`src/rtl/saa_ctrl.sv`:
```
// saa_ctrl: owns the single write port of the SAA1099 sound core.
// Merges buffered Z80 port writes (CPU FIFO) with atomic register writes
// from the music sequencer, runs a generator-reset sequence after reset and
// produces cs_n/wr_n/a0/din bus cycles paced by the 8 MHz clock enable.
//
// Ports:
//   clk_sys, rst            system clock, asynchronous active-high reset
//   ce                      8 MHz clock enable (bus-cycle pacing)
//   cpu_wr/cpu_a0/cpu_d     CPU port write strobe, port select, data
//   cpu_full, cpu_ovf       FIFO full flag, sticky overflow flag
//   seq_req/seq_reg/seq_val sequencer register-write request
//   seq_ack                 one-clock completion pulse for a sequencer pair
//   init_done               initialisation sequence finished
//   saa_cs_n/wr_n/a0/d      registered bus to the saa1099 instance
module saa_ctrl #(
    parameter int FIFO_DEPTH = 4
) (
    input  logic       clk_sys,
    input  logic       rst,
    input  logic       ce,
    input  logic       cpu_wr,
    input  logic       cpu_a0,
    input  logic [7:0] cpu_d,
    output logic       cpu_full,
    output logic       cpu_ovf,
    input  logic       seq_req,
    input  logic [4:0] seq_reg,
    input  logic [7:0] seq_val,
    output logic       seq_ack,
    output logic       init_done,
    output logic       saa_cs_n,
    output logic       saa_wr_n,
    output logic       saa_a0,
    output logic [7:0] saa_d
);
    localparam int PW = (FIFO_DEPTH > 1) ? $clog2(FIFO_DEPTH) : 1;
    localparam int CW = PW + 1;
    localparam logic [CW-1:0] DEPTH_C = CW'(FIFO_DEPTH);

    typedef enum logic [2:0] {
        ST_IDLE, ST_SETUP, ST_STROBE1, ST_STROBE2, ST_HOLD
    } bus_state_t;

    // Which kind of bus cycle is in flight; chained kinds follow on directly.
    typedef enum logic [2:0] {
        K_INIT0A, K_INIT0D, K_INIT1A, K_INIT1D,
        K_CPU, K_SEQ_ADDR, K_SEQ_DATA, K_RESTORE
    } kind_t;

    // CPU FIFO storage: each entry is {a0, d}
    logic [8:0]    fifo_mem_r [FIFO_DEPTH];
    logic [PW-1:0] wr_ptr_r, rd_ptr_r;
    logic [CW-1:0] count_r, count_nxt_s;
    logic          fifo_full_s, fifo_empty_s, push_s, pop_s;
    logic          head_a0_s;
    logic [7:0]    head_d_s;

    bus_state_t state_r, state_nxt_s;
    kind_t      kind_r, kind_nxt_s;
    logic       cs_nxt_s, wr_nxt_s, a0_nxt_s, ack_nxt_s, init_nxt_s;
    logic [7:0] d_nxt_s;
    logic [7:0] pend_r, pend_nxt_s;     // second half of a chained pair
    logic [7:0] shadow_r, shadow_nxt_s; // last CPU-selected register address
    logic       dirty_r, dirty_nxt_s;   // chip address latch may differ from shadow
    logic       last_seq_r, last_seq_nxt_s;

    logic       seq_ok_s, serve_cpu_s, serve_seq_s;
    logic       launch_s, launch_a0_s;
    kind_t      launch_kind_s;
    logic [7:0] launch_d_s;

    assign fifo_full_s  = (count_r == DEPTH_C);
    assign fifo_empty_s = (count_r == {CW{1'b0}});
    assign head_a0_s    = fifo_mem_r[rd_ptr_r][8];
    assign head_d_s     = fifo_mem_r[rd_ptr_r][7:0];
    // A full FIFO still accepts a write when the head leaves in the same clock
    assign push_s       = cpu_wr && (!fifo_full_s || pop_s);

    // Arbitration: CPU first after a SEQ pair; a request is never re-served in its ack clock
    always_comb begin
        seq_ok_s    = seq_req && !seq_ack;
        serve_cpu_s = init_done && !fifo_empty_s && (last_seq_r || !seq_ok_s);
        serve_seq_s = init_done && !serve_cpu_s && seq_ok_s;
    end

    // Selects the next bus cycle: chained follow-on from HOLD, or a fresh start from IDLE
    always_comb begin
        launch_s      = 1'b0;
        launch_kind_s = K_CPU;
        launch_a0_s   = 1'b0;
        launch_d_s    = 8'h00;
        if (state_r == ST_HOLD) begin
            case (kind_r)
                K_INIT0A:   begin launch_s = 1'b1; launch_kind_s = K_INIT0D;   launch_a0_s = 1'b0; launch_d_s = 8'h02;  end
                K_INIT0D:   begin launch_s = 1'b1; launch_kind_s = K_INIT1A;   launch_a0_s = 1'b1; launch_d_s = 8'h1C;  end
                K_INIT1A:   begin launch_s = 1'b1; launch_kind_s = K_INIT1D;   launch_a0_s = 1'b0; launch_d_s = 8'h00;  end
                K_SEQ_ADDR: begin launch_s = 1'b1; launch_kind_s = K_SEQ_DATA; launch_a0_s = 1'b0; launch_d_s = pend_r; end
                K_RESTORE:  begin launch_s = 1'b1; launch_kind_s = K_CPU;      launch_a0_s = 1'b0; launch_d_s = pend_r; end
                default:    begin launch_s = 1'b0; end
            endcase
        end else if (state_r == ST_IDLE) begin
            if (!init_done) begin
                launch_s = 1'b1; launch_kind_s = K_INIT0A; launch_a0_s = 1'b1; launch_d_s = 8'h1C;
            end else if (serve_cpu_s) begin
                launch_s = 1'b1;
                if (!head_a0_s && dirty_r) begin
                    launch_kind_s = K_RESTORE; launch_a0_s = 1'b1; launch_d_s = shadow_r;
                end else begin
                    launch_kind_s = K_CPU; launch_a0_s = head_a0_s; launch_d_s = head_d_s;
                end
            end else if (serve_seq_s) begin
                launch_s = 1'b1; launch_kind_s = K_SEQ_ADDR; launch_a0_s = 1'b1;
                launch_d_s = {3'b000, seq_reg};
            end else begin
                launch_s = 1'b0;
            end
        end else begin
            launch_s = 1'b0;
        end
    end

    // Bus-cycle FSM next state and next values of all registered outputs
    always_comb begin
        state_nxt_s    = state_r;
        kind_nxt_s     = kind_r;
        cs_nxt_s       = saa_cs_n;
        wr_nxt_s       = saa_wr_n;
        a0_nxt_s       = saa_a0;
        d_nxt_s        = saa_d;
        ack_nxt_s      = 1'b0;
        init_nxt_s     = init_done;
        pend_nxt_s     = pend_r;
        shadow_nxt_s   = shadow_r;
        dirty_nxt_s    = dirty_r;
        last_seq_nxt_s = last_seq_r;
        pop_s          = 1'b0;
        if (ce) begin
            case (state_r)
                ST_IDLE: begin
                    if (launch_s) begin
                        state_nxt_s = ST_SETUP;
                    end else begin
                        state_nxt_s = ST_IDLE;
                    end
                end
                ST_SETUP:   begin state_nxt_s = ST_STROBE1; wr_nxt_s = 1'b0; end
                ST_STROBE1: begin state_nxt_s = ST_STROBE2; end
                ST_STROBE2: begin state_nxt_s = ST_HOLD;    wr_nxt_s = 1'b1; end
                ST_HOLD: begin
                    if (launch_s) begin
                        state_nxt_s = ST_SETUP;
                    end else begin
                        state_nxt_s = ST_IDLE;
                        cs_nxt_s    = 1'b1;
                        if (kind_r == K_SEQ_DATA) begin
                            ack_nxt_s      = 1'b1;
                            last_seq_nxt_s = 1'b1;
                        end else if (kind_r == K_INIT1D) begin
                            init_nxt_s  = 1'b1;
                            dirty_nxt_s = 1'b1;
                        end else begin
                            ack_nxt_s = 1'b0;
                        end
                    end
                end
                default: begin state_nxt_s = ST_IDLE; cs_nxt_s = 1'b1; wr_nxt_s = 1'b1; end
            endcase
            if (launch_s) begin
                kind_nxt_s = launch_kind_s;
                cs_nxt_s   = 1'b0;
                wr_nxt_s   = 1'b1;
                a0_nxt_s   = launch_a0_s;
                d_nxt_s    = launch_d_s;
                pop_s      = (state_r == ST_IDLE) && serve_cpu_s;
                case (launch_kind_s)
                    K_CPU: begin
                        last_seq_nxt_s = 1'b0;
                        if (launch_a0_s) begin
                            shadow_nxt_s = launch_d_s;
                            dirty_nxt_s  = 1'b0;
                        end else begin
                            shadow_nxt_s = shadow_r;
                        end
                    end
                    K_RESTORE:  begin dirty_nxt_s = 1'b0; pend_nxt_s = head_d_s; end
                    K_SEQ_ADDR: begin dirty_nxt_s = 1'b1; pend_nxt_s = seq_val;  end
                    default:    begin pend_nxt_s = pend_r; end
                endcase
            end else begin
                kind_nxt_s = kind_r;
            end
        end else begin
            state_nxt_s = state_r;
        end
    end

    // FIFO occupancy after this clock's push/pop
    always_comb begin
        case ({push_s, pop_s})
            2'b10:   count_nxt_s = count_r + {{(CW-1){1'b0}}, 1'b1};
            2'b01:   count_nxt_s = count_r - {{(CW-1){1'b0}}, 1'b1};
            default: count_nxt_s = count_r;
        endcase
    end

    // Bus FSM, outputs and shadow/arbitration state registers
    always_ff @(posedge clk_sys or posedge rst) begin
        if (rst) begin
            state_r    <= ST_IDLE;
            kind_r     <= K_INIT0A;
            saa_cs_n   <= 1'b1;
            saa_wr_n   <= 1'b1;
            saa_a0     <= 1'b0;
            saa_d      <= 8'h00;
            seq_ack    <= 1'b0;
            init_done  <= 1'b0;
            pend_r     <= 8'h00;
            shadow_r   <= 8'h00;
            dirty_r    <= 1'b0;
            last_seq_r <= 1'b0;
        end else begin
            state_r    <= state_nxt_s;
            kind_r     <= kind_nxt_s;
            saa_cs_n   <= cs_nxt_s;
            saa_wr_n   <= wr_nxt_s;
            saa_a0     <= a0_nxt_s;
            saa_d      <= d_nxt_s;
            seq_ack    <= ack_nxt_s;
            init_done  <= init_nxt_s;
            pend_r     <= pend_nxt_s;
            shadow_r   <= shadow_nxt_s;
            dirty_r    <= dirty_nxt_s;
            last_seq_r <= last_seq_nxt_s;
        end
    end

    // FIFO pointers, count and status flags
    always_ff @(posedge clk_sys or posedge rst) begin
        if (rst) begin
            wr_ptr_r <= {PW{1'b0}};
            rd_ptr_r <= {PW{1'b0}};
            count_r  <= {CW{1'b0}};
            cpu_full <= 1'b0;
            cpu_ovf  <= 1'b0;
        end else begin
            wr_ptr_r <= push_s ? wr_ptr_r + {{(PW-1){1'b0}}, 1'b1} : wr_ptr_r;
            rd_ptr_r <= pop_s  ? rd_ptr_r + {{(PW-1){1'b0}}, 1'b1} : rd_ptr_r;
            count_r  <= count_nxt_s;
            cpu_full <= (count_nxt_s == DEPTH_C);
            cpu_ovf  <= cpu_ovf || (cpu_wr && !push_s);
        end
    end

    // FIFO storage write port
    always_ff @(posedge clk_sys) begin
        if (push_s) begin
            fifo_mem_r[wr_ptr_r] <= {cpu_a0, cpu_d};
        end
    end
endmodule

```
`config.mk`:
```
export PLATFORM = sky130hd
export DESIGN_NAME = saa_ctrl
export DESIGN_NICKNAME = d
export VERILOG_FILES = /design/src/rtl/saa_ctrl.sv
export SDC_FILE = /design/constraint.sdc
export NUM_CORES = 1
export LEC_CHECK = 0
export ABC_AREA = 1
export CAP_MARGIN = 0
export CORE_ASPECT_RATIO = 1.25
export CORE_MARGIN = 5
export CORE_UTILIZATION = 30
export CTS_BUF_LIST = sky130_fd_sc_hd__clkbuf_16
export DETAILED_ROUTE_END_ITERATION = 8
export GPL_TIMING_DRIVEN = 0
export SLEW_MARGIN = 20
export SYNTH_ARGS = -nofsm -noshare
export SYNTH_HDL_FRONTEND = slang
export SYNTH_SLANG_ARGS = --single-unit
```
`constraint.sdc`:
```
create_clock -name clk_sys -period 2.06 [get_ports clk_sys]
set_input_delay 0.412 -clock clk_sys [delete_from_list [all_inputs] [get_ports clk_sys]]
set_output_delay 0.412 -clock clk_sys [all_outputs]
set_load 0.02 [all_outputs]
```
After elaboration in Yosys (flattened, before gate mapping)
Memories as Yosys holds them, arrays and structs flattened.
Cells that the tools add are included.
{"block": "classes", "n_addsub": 4, "n_eq_ne": 19, "n_mux": 54, "bitwise": 2, "n_reduce_logical": 34}
{"op": "2-to-1 mux 8 bit", "n": 5}
{"op": "2-to-1 mux 1 bit", "n": 36}
{"op": "equality test 3 bit, second input constant", "n": 9}
{"op": "case mux 3 bit (4 select lines)", "n": 2}
{"op": "case mux 8 bit (3 select lines)", "n": 1}
{"op": "case mux 8 bit (2 select lines)", "n": 1}
{"op": "equality test 3 x 2 -> 1 bit, second input constant", "n": 4}
{"op": "2-to-1 mux 3 bit", "n": 4}
{"op": "logical AND 1 bit", "n": 9}
{"op": "logical NOT 3 bit", "n": 3}
{"op": "logical NOT 1 bit", "n": 7}
{"op": "equality test 3 x 1 -> 1 bit, second input constant", "n": 2}
{"op": "case mux 3 bit (2 select lines)", "n": 1}
{"op": "AND reduction 2 bit", "n": 3}
{"op": "2-to-1 mux 5 bit", "n": 1}
{"op": "AND reduction 5 bit", "n": 1}
{"op": "OR reduction 5 bit", "n": 1}
{"op": "adder 2 x 1 -> 2 bit, second input constant", "n": 2}
{"op": "!= test 2 x 1 -> 1 bit, second input constant", "n": 2}
{"op": "AND reduction 4 bit", "n": 1}
{"op": "OR reduction 2 bit", "n": 2}
{"op": "OR reduction 4 bit", "n": 1}
{"op": "adder 3 x 1 -> 3 bit, second input constant", "n": 1}
{"op": "logical OR 1 bit", "n": 3}
{"op": "10 further kinds", "n": 11}
{"block": "word_totals", "regBits": 46, "mem_bits_rw": 36, "inputBits": 27, "output_inout_bits": 15, "word_cells": 131, "mem_count": 1}
{"name": "fifo_mem_r", "words": 4, "word_bits": 9, "rd": 1, "rd_clocked_by_memory_dff": 0, "write_ports": 1, "line": "51", "rtl": "logic [8:0] fifo_mem_r [FIFO_DEPTH];"}

Longest topological paths before layout
Gate-level depths: netlist (run 1).
{"block": "logic_depth", "word_depth": 20, "depth_mapped": 15, "depth_no_buf": 14}

Worst setup path before layout (run 1)
OpenSTA, ideal clock, no wires.
{"block": "synth_path", "kind": "register to register", "startpoint": "register init_done", "endpoint": "memory fifo_mem_r[0][0], enable pin", "arrival_ps": 1699, "required_ps": 1686, "path_slack_ps": -13, "path_stages_with_launch": 8, "path_buffers": 1, "synth_period_minus_slack_ps": 2073, "path_cell_list": "dfrtp_1 -> buf_2 -> nand3_1 -> nor2_2 -> nand2_1 -> nand3_1 -> nand2_1 -> nor2_1"}
{"block": "synth_via", "elab_chain_len": 16}
{"element": "start: declaration", "line": "30", "rtl": "output logic init_done,"}
{"element": "start signal: assignment", "line": "229", "rtl": "init_done <= init_nxt_s;"}
{"element": "logical AND 1 bit (2 in series)", "line": "82", "rtl": "serve_cpu_s = init_done && !fifo_empty_s && (last_seq_r || !seq_ok_s);"}
{"element": "logical NOT 1 bit", "line": "83", "rtl": "serve_seq_s = init_done && !serve_cpu_s && seq_ok_s;"}
{"element": "logical AND 1 bit (2 in series)", "line": "83"}
{"element": "2-to-1 mux 1 bit", "line": "111", "rtl": "end else if (serve_seq_s) begin"}
{"element": "2-to-1 mux 1 bit", "line": "104", "rtl": "end else if (serve_cpu_s) begin"}
{"element": "2-to-1 mux 1 bit", "line": "102", "rtl": "if (!init_done) begin"}
{"element": "2-to-1 mux 1 bit", "line": "101", "rtl": "end else if (state_r == ST_IDLE) begin"}
{"element": "2-to-1 mux 1 bit", "line": "92", "rtl": "if (state_r == ST_HOLD) begin"}
{"element": "2-to-1 mux 1 bit (*)", "line": "168", "rtl": "if (launch_s) begin"}
{"element": "2-to-1 mux 1 bit (*)", "line": "137", "rtl": "if (ce) begin"}
{"element": "logical OR 1 bit (*)", "line": "77", "rtl": "assign push_s = cpu_wr && (!fifo_full_s || pop_s);"}
{"element": "logical AND 1 bit (*)", "line": "77"}
{"element": "2-to-1 mux 1 bit (*)", "line": "256", "rtl": "if (push_s) begin"}
{"element": "2-to-1 mux 1 bit (not written as such) (*)", "line": "257", "rtl": "fifo_mem_r[wr_ptr_r] <= {cpu_a0, cpu_d};"}
{"element": "end: declaration", "line": "51"}
Every way passes the cells marked *; elsewhere a longest branch is shown, timed or not.

Worst setup path in the final report (run 1)
{"block": "layout_path", "startpoint": "input port ce", "endpoint": "register cpu_full"}
{"block": "layout_via", "elab_chain_len": 6}
{"element": "start: declaration", "line": "20", "rtl": "input logic ce,"}
{"element": "2-to-1 mux 1 bit (*)", "line": "137"}
{"element": "logical OR 1 bit", "line": "77"}
{"element": "logical AND 1 bit", "line": "77"}
{"element": "equality test 2 x 1 -> 1 bit or equality test 2 bit (tied branches)", "line": "199", "rtl": "case ({push_s, pop_s})"}
{"element": "case mux 3 bit (2 select lines) (*)", "line": "199"}
{"element": "equality test 3 bit (*)", "line": "249", "rtl": "cpu_full <= (count_nxt_s == DEPTH_C);"}
{"element": "end signal: assignment", "line": "249"}
{"element": "end: declaration", "line": "24", "rtl": "output logic cpu_full,"}
Marks and branches as above.
A chain may end at the register's enable or synchronous reset.

==> summary.md, run 1 <==
| Metric | Value |
|---|---|
| Max FO, Critical Path | `10` |
| Synth unique cells | `37` |
| Largest net degree at the start of global routing | `27` |
| Ys Warns | `0` |
| Width of the die | `114 um` |
| Internal | `4.46 mW` |
| Fin area | `between 0.005 and 0.006 mm^2` |
| Syn Inst Count | `around 460` |
| Post-synthesis mux area share | `0%` |
| Reg2Reg Launch Point | `state_r[0]` |
| Flop pwr share | `between 30% and 40%` |
| Relative slew slack | `68.0%` |
| Commonest non-fill, non-tap cells in the layout | `nand2_1 (146), inv_1 (48), dfrtp_1 (43), clkdlybuf4s50_1 (40), edfxtp_1 (36)` |
| Post-synthesis simple-gate area fraction | `a little over a quarter` |
| Sink Count | `roughly 80` |
| Outcome | `finished clean` |
| Num rows | `47` |
| Clk_lat worst skew | `between 0.3 and 0.4 ns` |
| Worst hold path class | `in2async` |
| Min cycle time layout | `1.97 ns` |
| Die area | `0.0159 mm^2` |
| Vias per inst | `4.59` |
| Setup violations, final | `0` |
| Startpoint type of the worst setup path | `input pin` |
| First-pass GRT wire length | `between 15,000 and 20,000 um` |
| Placed Area | `between 0.004 and 0.005 mm^2` |
| WP data required | `between 2 and 2.5 ns` |
| Pre-antenna DRT Iters | `4` |
| Largest family of logic cells by synthesized area | `simple AND/OR/NAND/NOR gates` |
| Post-route ant nets | `0` |
| Ant diodes | `0` |
| Vias | `3,229` |
| Hold WS | `approximately 0.42 ns` |
| Drc violations | `0` |
| Final hold violations | `0` |
| Post-synthesis compound-gate area fraction | `8.87%` |
| Die Y | `between 100 and 150 um` |
| R2R setup slack | `between 0.09 and 0.1 ns` |
| Slew @ Worst Pin | `around 0.48 ns` |
| TNS Setup | `0 ns` |
| GPL Wtd Cong | `~0.86` |
| Crit. End Element | `flop` |
| Slew Viols, Final | `0` |
| # Max-Cap Violations | `0` |
| R2R cell count | `11` |
| Grt total ovfl | `0` |
| Core Area | `~0.013 mm^2` |
| Worst-case clock buffer depth | `2` |
| Clock group share of total power | `between 20 and 25%` |
| P&R area growth vs syn | `29.5%` |
| Overall routing resource usage | `around 13%` |
| Net Sw Frac | `between 30 and 40%` |
| Syn nets | `around 490` |
| Mapped cell area | `between 0.004 and 0.005 mm^2` |
| FF+latch count, synth | `82` |
| Fraction of layout cells with a size suffix above 1 | `16.2%` |
| DR WL/cell | `roughly 14 um` |
| Fmax | `508 MHz` |
| DP HPWL | `7320 um` |
| H-tree depth | `3` |
| IR drop worst, VDD | `0.523 mV` |
| Post-synth EDFFs | `36` |
| Psw | `between 2 and 3 mW` |
| Final period util | `a little over nine tenths` |
| Starting Density | `between 30 and 40%` |
| Main flop type after synthesis | `dfrtp_1` |
| XOR/XNOR Fraction of Synth Area | `less than 1%` |
| Root Buffer | `clkbuf_16` |
| Nets | `559` |
| Power density over the cells | `about 1400 mW/mm^2` |
| Power share of the combinational group | `42.3%` |
| CTS tree | `built` |
| Leakage | `around 2.4 nW` |
| Most common cell after layout, fill and taps aside | `nand2_1` |
| Post-CTS Hold Buffers | `0` |
| Reg2reg end | `cpu_full` |
| Initial antenna violation count | `0` |
| Final Core Density | `about two fifths` |
| CP Class | `in2reg` |
| Port buffer count | `between 40 and 50` |
| Clk_skew | `about 0.0067 ns` |
| DRT iter0 DRCs | `185` |
| CTS buffer count | `9` |
| Sequential share of the synthesized area | `a little under three fifths` |
| Post-synthesis async set-or-reset flop share | `56.1%` |
| Clock slew at reported path FFs | `~0.060 ns` |
| I/O pin total | `42` |
| Avg Cell Area, Syn | `8.78 um^2` |
| Adder-cell share of the synthesized area | `1.73%` |
| Number of global-route vias before repair | `between 3k and 4k` |
| CP arrival | `around 2.2 ns` |
| Post-Route WL | `9870 um` |
[state kept, by name, indices dropped and copies added, names as in the netlist]
signal      cells
pend_r          8
saa_a0          1
fifo_mem_r     36
saa_wr_n        1
state_r         3
last_seq_r      1
saa_cs_n        1
wr_ptr_r        2
rd_ptr_r        2
count_r         3
cpu_ovf         1
dirty_r         1
cpu_full        1
kind_r          3
init_done       1
shadow_r        8
saa_d           8
seq_ack         1
[what timing repair did]
action	CTS	global route
resized for setup	15	13
buffers inserted	5	8
setup endpoints to repair	38	44
pin swaps	6	5
[logic make-up after synthesis]
group	Yosys count
compound gates	64
xor+xnor	3
fa+ha+maj	5
buf+inv	65
flops	82
simple gates	242
[worst max-delay path, cell delays in order]
cell,delay [ns]
clkdlybuf4s50_1,0.53
clkbuf_4,0.25
nand3_4,0.12
fa_2,0.37
inv_2,0.07
nand4_1,0.12
o21ai_1,0.12
nand2_1,0.08
nand2_2,0.07
nor2_1,0.05
[power groups by stage]
stage / combinational [mW] / sequential [mW] / clock (mW)
2_1_floorplan: 1.84 / 2.64 / 0
6_report: 3.08 / 2.57 / 1.64
5_1_grt: 3.42 / 2.63 / 1.75
3_3_place_gp: 2.73 / 2.57 / 0
4_1_cts: 2.98 / 2.56 / 1.68
3_5_place_dp: 2.79 / 2.59 / 0
[per-stage QoR]
step	worst slack (ns)	instances	total power [mW]
after floorplan	-0.0135	461	4.47
after global placement	-0.846	673	5.30
after detailed placement	-0.853	674	5.38
after CTS	0.000199	695	7.21
after global routing	-0.00629	703	7.80
final	0.0927	703	7.29
[worst max-delay path by stage]
| stage | start | cells after the start | slack [ns] | endpoint |
|---|---|---|---|---|
| after CTS | seq_req | 12 | 0.0002 | cpu_full |
| after global placement | seq_req | 8 | -0.85 | fifo_mem_r[2][6] |
| after detailed placement | seq_req | 8 | -0.85 | fifo_mem_r[3][6] |
| after floorplan | init_done | 7 | -0.01 | fifo_mem_r[0][0] |
| after global routing | state_r[0] | 11 | -0.006 | cpu_full |
| final | ce | 10 | 0.09 | cpu_full |
[per-layer routing]
| layer | global-route usage, % | share of wire, % | wire (um) |
|---|---|---|---|
| met5 | 0 | 0 | 0 |
| met4 | 7.13 | 3.7 | 365 |
| met3 | 2.56 | 4.9 | 484 |
| met1 | 14.7 | 40 | 3970 |
| met2 | 22.6 | 51 | 5050 |
[final cells by class]
cell class / instances / area [um^2]
fillers: 1300 / 7990
flip-flops and latches: 82 / 2240
multi-input cells: 314 / 1620
repair buffers: 55 / 581
clock buffers: 9 / 225
inverters: 56 / 219
well taps: 171 / 214
clock inverters: 7 / 78.8
plain buffers: 9 / 65.1
[cells in the mapped netlist (5+ instances only)]
cell      count  area [um^2]
o21ai_0      35          175
o22ai_1       6         37.5
inv_2         5         18.8
nor2_4        5         56.3
dfrtp_1      44         1100
a21oi_1       7         35.0
nor2_2        6         37.5
inv_1        48          180
buf_2         7         35.0
nor2_1       37          139
nand2_2       7         43.8
nand3_1      27          135
nand2_1     148          556
edfxtp_1     36         1080
No activity file was read; power rests on OpenSTA's default activity.
==> run 2, diff against run 1 <==
--- a/config.mk
+++ b/config.mk
@@ -6,7 +6,7 @@
 export NUM_CORES = 1
 export LEC_CHECK = 0
 export ABC_AREA = 1
-export CAP_MARGIN = 0
+export CAP_MARGIN = 25
 export CORE_ASPECT_RATIO = 1.25
 export CORE_MARGIN = 5
 export CORE_UTILIZATION = 30
==> results of run 2 <==
Final layout, timing and power as in run 1 (identical DEF).
==> run 3, diff against run 2 <==
--- a/config.mk
+++ b/config.mk
@@ -7,12 +7,14 @@
 export LEC_CHECK = 0
 export ABC_AREA = 1
 export CAP_MARGIN = 25
+export CELL_PAD_IN_SITES_DETAIL_PLACEMENT = 0
+export CELL_PAD_IN_SITES_GLOBAL_PLACEMENT = 1
 export CORE_ASPECT_RATIO = 1.25
 export CORE_MARGIN = 5
 export CORE_UTILIZATION = 30
 export CTS_BUF_LIST = sky130_fd_sc_hd__clkbuf_16
 export DETAILED_ROUTE_END_ITERATION = 8
-export GPL_TIMING_DRIVEN = 0
+export PLACE_DENSITY_LB_ADDON = 0.1
 export SLEW_MARGIN = 20
 export SYNTH_ARGS = -nofsm -noshare
 export SYNTH_HDL_FRONTEND = slang
==> summary.md, run 3 (synthesized netlist as in run 1, its figures left out) <==
| Metric | Value |
|---|---|
| Outcome | `finished clean` |
| Nets | `between 500 and 600` |
| Worst-case clock buffer depth | `2` |
| DR WL/cell | `14.4 um` |
| R2R setup slack | `roughly 0.19 ns` |
| Clock slew at reported path FFs | `0.06 ns` |
| Worst Setup Slack, final | `0.158 ns` |
| Die area | `0.0159 mm^2` |
| Largest reg by FF count | `fifo_mem_r` |
| Ant diodes | `0` |
| Num rows | `47` |
| Leakage | `between 2 and 2.5 nW` |
| Post-route ant nets | `0` |
| Commonest non-fill, non-tap cells in the layout | `nand2_1 (147), buf_4 (47), inv_1 (46), dfrtp_1 (43), clkdlybuf4s50_1 (41)` |
| Crit. End Element | `flop` |
| Fraction of layout cells with a size suffix above 1 | `between 10% and 20%` |
| CP arrival | `approximately 2.1 ns` |
| Slew Viols, Final | `0` |
| Setup violations, final | `0` |
| Post-Route WL | `roughly 10,000 um` |
| P&R area growth vs syn | `31.9%` |
| Overall routing resource usage | `between 10 and 15%` |
| Largest net degree at the start of global routing | `21` |
| Starting Density | `30.6%` |
| Max reg flops | `36` |
| Relative slew slack | `~70%` |
| Final period util | `between 90 and 100%` |
| Fin area | `about 0.0053 mm^2` |
| Fillers | `1,381` |
| Most common cell after layout, fill and taps aside | `nand2_1` |
| DRT iter0 DRCs | `around 140` |
| Hold WS | `0.396 ns` |
| Max FO, Critical Path | `3` |
| Startpoint type of the worst setup path | `input pin` |
| Register Area | `about 0.0022 mm^2` |
| Final Core Density | `just over 40%` |
| Initial antenna violation count | `0` |
| Sink Count | `between 80 and 90` |
| Port buffer count | `a little over 40` |
| Dpl cells | `slightly above 700` |
| CP Class | `in2reg` |
| Width of the die | `114 um` |
| Worst hold path class | `in2async` |
| Vias | `around 3.3k` |
| GPL Wtd Cong | `about 0.84` |
| CTS buffer count | `9` |
| Multi-input logic area | `0.00156 mm^2` |
| Core Area | `between 0.01 and 0.015 mm^2` |
| I/O pin total | `between 40 and 50` |
| Placed Area | `0.00497 mm^2` |
| R2R cell count | `12` |
| Root Buffer | `clkbuf_16` |
| Min cycle time layout | `between 1.5 and 2 ns` |
| Drc violations | `0` |
| H-tree depth | `3` |
| Unrepaired setup endpoints after global routing | `false` |
| Power density over the cells | `1390 mW/mm^2` |
| Clk_lat worst skew | `0.34 ns` |
| # Max-Cap Violations | `0` |
| Post-CTS Hold Buffers | `0` |
| First-pass GRT wire length | `approximately 17,000 um` |
| Pre-antenna DRT Iters | `4` |
| CTS tree | `built` |
| WP data required | `~2.3 ns` |
| TNS Setup | `0 ns` |
| Final hold violations | `0` |
| Slew @ Worst Pin | `0.445 ns` |
| Die Y | `approximately 140 um` |
| IR drop worst, VDD | `about 0.46 mV` |
| Grt total ovfl | `0` |
| DP HPWL | `8380 um` |
| Pre-CTS WS | `-0.267 ns` |
| Vias per inst | `around 4.5` |
| Final Power | `roughly 7.4 mW` |
| Fin cells | `~730` |
| Fmax | `526 MHz` |
| Clk_skew | `0.0107 ns` |
| Number of global-route vias before repair | `between 3k and 4k` |
run 3: cell count changes in the layout (fill, tap and decap cells not counted), moves of 3 or more:
cell | previous run | this run
inv_6 | 0 | 3
buf_2 | 4 | 0
nor2_1 | 33 | 37
buf_4 | 10 | 47
nor2_4 | 11 | 6
buf_12 | 5 | 1
run 3: power breakdown:
part / switching [mW] / total (mW) / internal, mW
registers: 0.301 / 2.56 / 2.26
clock network: 0.696 / 1.78 / 1.09
logic: 1.86 / 3.10 / 1.24
run 3: final timing paths:
path,startpoint,to
max in group asynchronous,rst,rd_ptr_r[0]
hold reg to reg,cpu_ovf,cpu_ovf
setup reg to reg,count_r[0],shadow_r[4]
hold / removal,rst,saa_d[2]
setup / recovery,seq_req,cpu_full
min in group clk_sys,cpu_ovf,cpu_ovf
run 3: final cells by class:
type	count	area share, %
inverters	56	4.03
clock buffers	9	4.22
multi-input cells	314	29.2
flip-flops and latches	82	41.9
repair buffers	89	14.7
well taps	171	4.01
clock inverters	7	1.99
run 3: timing repair:
item | CTS | global route
gates resized for setup | 0 | 7
setup endpoints to repair | 0 | 40
buffers inserted | 0 | 2
run 3: critical path: stages:
cell	delay [ns]
clkdlybuf4s50_1	0.42
nand3b_1	0.12
nand3_2	0.11
nor2_4	0.16
nand3_2	0.10
fa_2	0.35
inv_2	0.07
nand4_1	0.10
o21ai_0	0.09
nand2_1	0.06
nand2_1	0.08
nor2_1	0.05
run 3: layer usage:
layer  vias up  track usage (%)  share of wire, %
met5         -                0                 0
met4         0             4.32               1.5
met3        10             2.39               3.3
met2        58             24.9                53
met1      1509             16.7                43
li1       1675                -                 -
